[config.mk]
export PLATFORM = sky130hd
export DESIGN_NAME = i2s_tx
export DESIGN_NICKNAME = d
export VERILOG_FILES = /design/src/rtl/i2s_tx.sv
export SDC_FILE = /design/constraint.sdc
export NUM_CORES = 1
export LEC_CHECK = 0
export CORE_MARGIN = 1.5
export CORE_UTILIZATION = 55
export DETAILED_ROUTE_END_ITERATION = 8
export PLACE_DENSITY = 0.76
export RECOVER_POWER = 25
export SYNTH_ARGS = -nofsm -noshare
export SYNTH_HDL_FRONTEND = slang
export SYNTH_SLANG_ARGS = --single-unit
[constraint.sdc]
create_clock -name sclk_i -period 2.6 [get_ports sclk_i]
set_input_delay 0.52 -clock sclk_i [delete_from_list [all_inputs] [get_ports sclk_i]]
set_output_delay 0.52 -clock sclk_i [all_outputs]
set_load 0.02 [all_outputs]
[src/rtl/i2s_tx.sv]
// I2S transmitter: a small sample-pair FIFO feeding a frame sequencer that serialises
// left/right words MSB-first with the one-bit I2S delay. All flops update on falling sclk_i.
`timescale 1ns/1ps

module i2s_tx #(
    parameter int WIDTH = 16,
    parameter int SLOT  = 32,
    parameter int DEPTH = 2
) (
    input  logic             sclk_i,
    input  logic             rst_i,
    input  logic             en_i,
    input  logic             in_valid_i,
    output logic             in_ready_o,
    input  logic [WIDTH-1:0] left_i,
    input  logic [WIDTH-1:0] right_i,
    output logic             ws_o,
    output logic             sdata_o,
    output logic             frame_start_o,
    output logic             underflow_o,
    output logic [0:0]       dbg_state_o
);

    localparam int FRAME = 2 * SLOT;
    localparam int KW    = $clog2(FRAME);
    localparam int PW    = $clog2(DEPTH);
    localparam int CW    = $clog2(DEPTH + 1);

    localparam logic [KW-1:0] K_LAST  = KW'(FRAME - 1);
    localparam logic [KW-1:0] K_SLOT  = KW'(SLOT);
    localparam logic [CW-1:0] C_DEPTH = CW'(DEPTH);

    localparam logic [0:0] S_IDLE = 1'b0;
    localparam logic [0:0] S_RUN  = 1'b1;

    logic [0:0]       r_state;
    logic [KW-1:0]    r_k;
    logic [WIDTH-1:0] r_shift;
    logic [WIDTH-1:0] r_right_hold;
    logic             r_ws;
    logic             r_sdata;
    logic             r_frame_start;
    logic             r_underflow;

    logic [WIDTH-1:0] r_fifo_l [DEPTH];
    logic [WIDTH-1:0] r_fifo_r [DEPTH];
    logic [PW-1:0]    r_wr_ptr;
    logic [PW-1:0]    r_rd_ptr;
    logic [CW-1:0]    r_count;

    logic             w_empty;
    logic             w_push;
    logic             w_pop;
    logic             w_last;
    logic             w_frame_edge;
    logic [KW-1:0]    w_k_inc;

    // Handshake: a pair transfers on a falling edge where in_valid_i and in_ready_o are
    // both high; in_ready_o depends only on the FIFO count, never on in_valid_i.
    always_comb begin
        w_empty      = (r_count == '0);
        in_ready_o   = (r_count < C_DEPTH);
        w_push       = in_valid_i & in_ready_o;
        w_last       = (r_k == K_LAST);
        w_frame_edge = en_i & ((r_state == S_IDLE) | w_last);
        w_pop        = w_frame_edge & ~w_empty;
        w_k_inc      = r_k + KW'(1);
    end

    always_ff @(negedge sclk_i) begin
        if (w_push) begin
            r_fifo_l[r_wr_ptr] <= left_i;
            r_fifo_r[r_wr_ptr] <= right_i;
        end
    end

    always_ff @(negedge sclk_i or negedge rst_i) begin
        if (!rst_i) begin
            r_wr_ptr <= '0;
            r_rd_ptr <= '0;
            r_count  <= '0;
        end else begin
            if (w_push) r_wr_ptr <= r_wr_ptr + PW'(1);
            if (w_pop)  r_rd_ptr <= r_rd_ptr + PW'(1);
            case ({w_push, w_pop})
                2'b10:   r_count <= r_count + CW'(1);
                2'b01:   r_count <= r_count - CW'(1);
                default: r_count <= r_count;
            endcase
        end
    end

    // Left word goes straight into the shifter at frame start; right word waits in a hold
    // register until the slot boundary so the FIFO entry is released immediately.
    always_ff @(negedge sclk_i or negedge rst_i) begin
        if (!rst_i) begin
            r_state       <= S_IDLE;
            r_k           <= '0;
            r_shift       <= '0;
            r_right_hold  <= '0;
            r_ws          <= 1'b0;
            r_sdata       <= 1'b0;
            r_frame_start <= 1'b0;
            r_underflow   <= 1'b0;
        end else if (w_frame_edge) begin
            r_state       <= S_RUN;
            r_k           <= '0;
            r_shift       <= w_empty ? '0 : r_fifo_l[r_rd_ptr];
            r_right_hold  <= w_empty ? '0 : r_fifo_r[r_rd_ptr];
            r_ws          <= 1'b0;
            r_sdata       <= 1'b0;
            r_frame_start <= 1'b1;
            r_underflow   <= w_empty;
        end else if ((r_state == S_RUN) && !w_last) begin
            r_k           <= w_k_inc;
            r_ws          <= (w_k_inc >= K_SLOT);
            r_frame_start <= 1'b0;
            r_underflow   <= 1'b0;
            if (w_k_inc == K_SLOT) begin
                r_shift <= r_right_hold;
                r_sdata <= 1'b0;
            end else begin
                // Zeros shift in behind the word, so periods past WIDTH emit 0.
                r_sdata <= r_shift[WIDTH-1];
                r_shift <= {r_shift[WIDTH-2:0], 1'b0};
            end
        end else begin
            r_state       <= S_IDLE;
            r_k           <= '0;
            r_ws          <= 1'b0;
            r_sdata       <= 1'b0;
            r_frame_start <= 1'b0;
            r_underflow   <= 1'b0;
        end
    end

    assign ws_o          = r_ws;
    assign sdata_o       = r_sdata;
    assign frame_start_o = r_frame_start;
    assign underflow_o   = r_underflow;
    assign dbg_state_o   = r_state;

endmodule
==> results.md <==
- The flow ran to the end, but the final reports show violations.
- The final reports fail on setup timing.
- Synthesis handed over a netlist of between 300 and 400 instances.
- The violation count after the first detailed-route iteration is approximately 240.
- The analysis attributes to cell leakage a power of approximately 0.0024 uW.
- Summed over all nets, the half-perimeter wirelength after detailed placement is around 5.4 mm.
- IR analysis of the VDD net gives a maximum drop of between 0.3 and 0.4 mV.
- Synthesis inferred approximately 110 register bits.
- The number of antenna repair diodes is 0.
- The share of cells above drive strength 1 is between 10% and 20%.
- The minimum setup slack in the final design is -0.183 ns.
- The average vias per placed instance is 5.57.
- The detail route stage leaves a number of antenna-violating nets equal to 0.
- The synthesized design contains 64 enable-type register cells.
- The cell area after placement is ~5200 um2.
- The overall track demand over capacity in global routing is roughly 22%.
- Setup violations remaining at the end of the flow were counted as 6.
- Across all layers, the routed design uses a little over 3000 vias.
- The placement row count is 33.
- The number of primary I/O pins is 42.
- The worst min-delay path class is flop to flop.
- In this run, CTS created clock tree buffers numbering 9.
- The critical path startpoint category is a flop.
- TritonCTS built the clock tree.
- Entering global routing, the biggest net connects 48 pins.
- The first global-routing pass estimated about 15 mm of wire.
- The post-detailed-routing wire length is approximately 8.8 mm.
- The met3 routed wirelength is 409 um.
- The detailed-routing wirelength on met1 is 3.63 mm.
- The final-report max-slew violation count is 0.
- Total power for the finished layout comes to ~3400 uW.
- The die outline area is 8960 um2.
- The area growth from synthesis to layout is 22.7%.
- For the final routed database, the setup TNS stands at -0.763 ns.
- The clock sink count is approximately 110.
- The floorplan step set the die width to roughly 95 um.
- The root cell of the clock tree is sky130_fd_sc_hd__clkbuf_8.
- The core area is 8180 um2.
- The clock reaches the later pin of the worst-skew pair after 0.43 ns.
- The average footprint of a synthesized cell is between 10 and 15 um2.
- At the end of the flow, the number of nets in the layout was around 470.
- The number of port buffers is 41.
- On the final layout, the worst clock skew is 0.0742 ns.
- In this run, placement finished with an instance count of around 460.
- The total power density per cell area is roughly 600 nW/um2.
- Buffers inserted to repair hold after CTS numbered 0.
- When the netlist entered floorplanning its net count stood at 359.
- The overflow left after global routing is 0.
- Setup repair after global routing could not meet its margin everywhere.
- Yosys printed 0 warnings.
- The fraction of registers with async set or reset after synthesis is 42.3%.
- The worst setup path is captured at a primary output.
- For this run, the number of standard cells in the final layout without fillers is between 500 and 600.
- The sum of met2 wire segment lengths after detailed routing is 4.62 mm.
- The uppermost metal layer occupied by signal nets is met4.
- The transition time at the pin with the least slew margin is approximately 1.1 ns.
- The dominant synthesized flop cell is sky130_fd_sc_hd__edfxtp_1.
- The critical path class is flop to primary output.
- At the worst endpoint, the required time is roughly 2.1 ns.
- After clock tree synthesis, the clock-pin slew on the worst setup and hold paths is 0.07 ns.
- The proportion of synthesized chip area in sequential cells is about two thirds.
- The initial antenna violation count is 0.
- The number of detailed-routing iterations run before antenna repair is 4.
- The cell area that synthesis handed to floorplanning was ~4600 um2.
- The final weighted congestion in routability-driven placement is 0.820.
- The biggest fanout along the worst timing path is 2.
- The number of global-route vias before repair is roughly 3000.
- The number of failing hold endpoints at the final stage is 0.
- Data on the critical path arrives at its endpoint at 2.26 ns.
- Across the run, the number of max-cap violations was 0.
- Once the floorplan was initialized, standard cells occupied between 50 and 60% of the core.
- The final non-filler cell area is ~5700 um2.
- Measured along the y axis, the die boundary spans 94.7 um.
- The H-tree was split into 3 levels.
- The worst pin sits at a relative slew slack of 29.0%.
- The share of the core filled with cells in the final layout is between 60% and 70%.
- The longest clock path from root to sink contains 2 buffers.
- Yosys mapped the design onto 36 distinct sky130hd cell types.
- After detailed routing, the number of remaining DRC violations is 0.
- After detailed routing, the average wire length per cell comes to around 16 um.
[critical path, cell delays in order (launching register included)]
cell	delay [ns]
sky130_fd_sc_hd__dfrtn_1	0.44
sky130_fd_sc_hd__inv_2	0.05
sky130_fd_sc_hd__buf_6	0.12
[power by group]
group	switching (uW)	internal (uW)	leakage, uW	total, uW
logic	41.6	52.5	0.000727	94.1
clock network	901	520	0.000444	1420
registers	0	1870	0.00120	1870
[stage by stage]
| step | hold slack [ns] | setup WS [ns] |
|---|---|---|
| finish | 0.401 | -0.183 |
| global route | 0.448 | -0.208 |
| CTS | 0.402 | -0.196 |
| detailed placement | 0.400 | -0.663 |
| global placement | 0.393 | -0.609 |
| floorplan | 0.379 | -0.188 |
[timing repair]
| action | in CTS | in global routing |
|---|---|---|
| setup endpoints to repair | 104 | 9 |
| hold endpoints to repair | 0 | 0 |
| pin swaps | 0 | 2 |
| resized for setup | 41 | 4 |
| buffers inserted | 3 | 1 |
[kinds of logic after synthesis]
kind of cell	Yosys count	synth area share [%]
compound gates	82	11.2
mux	51	11.9
simple gates	41	4.17
buf+inv	26	3.65
flops	111	67.0
fa+ha+maj	2	0.541
xor+xnor	8	1.52
[registers in the layout, summed over array words and instances, names as in the netlist]
name,count
sdata_o,1
underflow_o,1
r_k,6
r_right_hold,16
r_shift,16
frame_start_o,1
r_count,2
r_fifo_l,32
r_fifo_r,32
dbg_state_o,1
r_rd_ptr,1
ws_o,1
r_wr_ptr,1
[cells in the final DEF (no fill, tap or decap), types with 4 or more instances in the layout]
master and n:
sky130_fd_sc_hd__buf_12 5, sky130_fd_sc_hd__o21ai_0 44, sky130_fd_sc_hd__inv_1 68, sky130_fd_sc_hd__buf_6 6, sky130_fd_sc_hd__nand2_1 4, sky130_fd_sc_hd__dfrtn_1 47, sky130_fd_sc_hd__clkbuf_8 9, sky130_fd_sc_hd__edfxtp_1 64
sky130_fd_sc_hd__a22oi_1 15, sky130_fd_sc_hd__buf_4 12, sky130_fd_sc_hd__a32oi_1 15, sky130_fd_sc_hd__mux2_2 16, sky130_fd_sc_hd__clkdlybuf4s50_1 32, sky130_fd_sc_hd__xnor2_1 6, sky130_fd_sc_hd__mux2i_1 33, sky130_fd_sc_hd__nor2_1 22
[cells in the mapped netlist, types with 2 or more instances]
cell type	count	share of area [%]
sky130_fd_sc_hd__a22oi_1	15	2.4
sky130_fd_sc_hd__nand2_2	2	0.27
sky130_fd_sc_hd__clkdlybuf4s50_2	2	0.49
sky130_fd_sc_hd__clkbuf_1	4	0.32
sky130_fd_sc_hd__mux2i_1	33	7.1
sky130_fd_sc_hd__buf_2	6	0.65
sky130_fd_sc_hd__dfrtn_1	47	25
sky130_fd_sc_hd__mux2_2	16	3.9
sky130_fd_sc_hd__xor2_1	2	0.38
sky130_fd_sc_hd__a32oi_1	15	2.8
sky130_fd_sc_hd__nor2_1	23	1.9
sky130_fd_sc_hd__nand3b_1	2	0.32
sky130_fd_sc_hd__edfxtp_1	64	42
sky130_fd_sc_hd__inv_1	6	0.49
sky130_fd_sc_hd__ha_1	2	0.54
sky130_fd_sc_hd__o21ai_0	46	5.0
sky130_fd_sc_hd__buf_6	4	0.97
sky130_fd_sc_hd__xnor2_1	6	1.1
sky130_fd_sc_hd__a21oi_1	3	0.32
sky130_fd_sc_hd__nand3_1	2	0.22
sky130_fd_sc_hd__and2_1	3	0.41
sky130_fd_sc_hd__nand2_1	4	0.32
[area by class of cell]
cell class              instances  area (um2)
clock inverters                71         322
fillers                       578        2500
well taps                     105         131
repair buffers                 61         607
clock buffers                   9         124
multi-input cells             184        1370
flip-flops and latches        111        3100
inverters                       5        18.8
[path summary, 6_finish.rpt]
kind	from	cells past startpoint	endpoint	slack, ns
worst min-delay path	r_k[0]$_DFF_NN0_	1	r_k[0]$_DFF_NN0_	0.40
worst max-delay path	r_count[1]$_DFFE_NN0P_	2	in_ready_o	-0.18
worst max register to register	r_k[0]$_DFF_NN0_	6	r_shift[6]$_DFFE_NN0P_	0.05
max in group asynchronous	rst_i	2	r_right_hold[1]$_DFFE_NN0P_	0.31
worst min register to register	r_k[0]$_DFF_NN0_	1	r_k[0]$_DFF_NN0_	0.40
min in group asynchronous	rst_i	2	r_count[1]$_DFFE_NN0P_	1.61
[layer usage]
| metal | up-vias | track usage (%) |
|---|---|---|
| met1 | 1487 | 27.5 |
| met3 | 19 | 4.27 |
| li1 | 1447 | - |
| met5 | - | 0 |
| met4 | 0 | 8.58 |
| met2 | 90 | 37.3 |
Note: power is estimated with default switching activity, not from simulation.
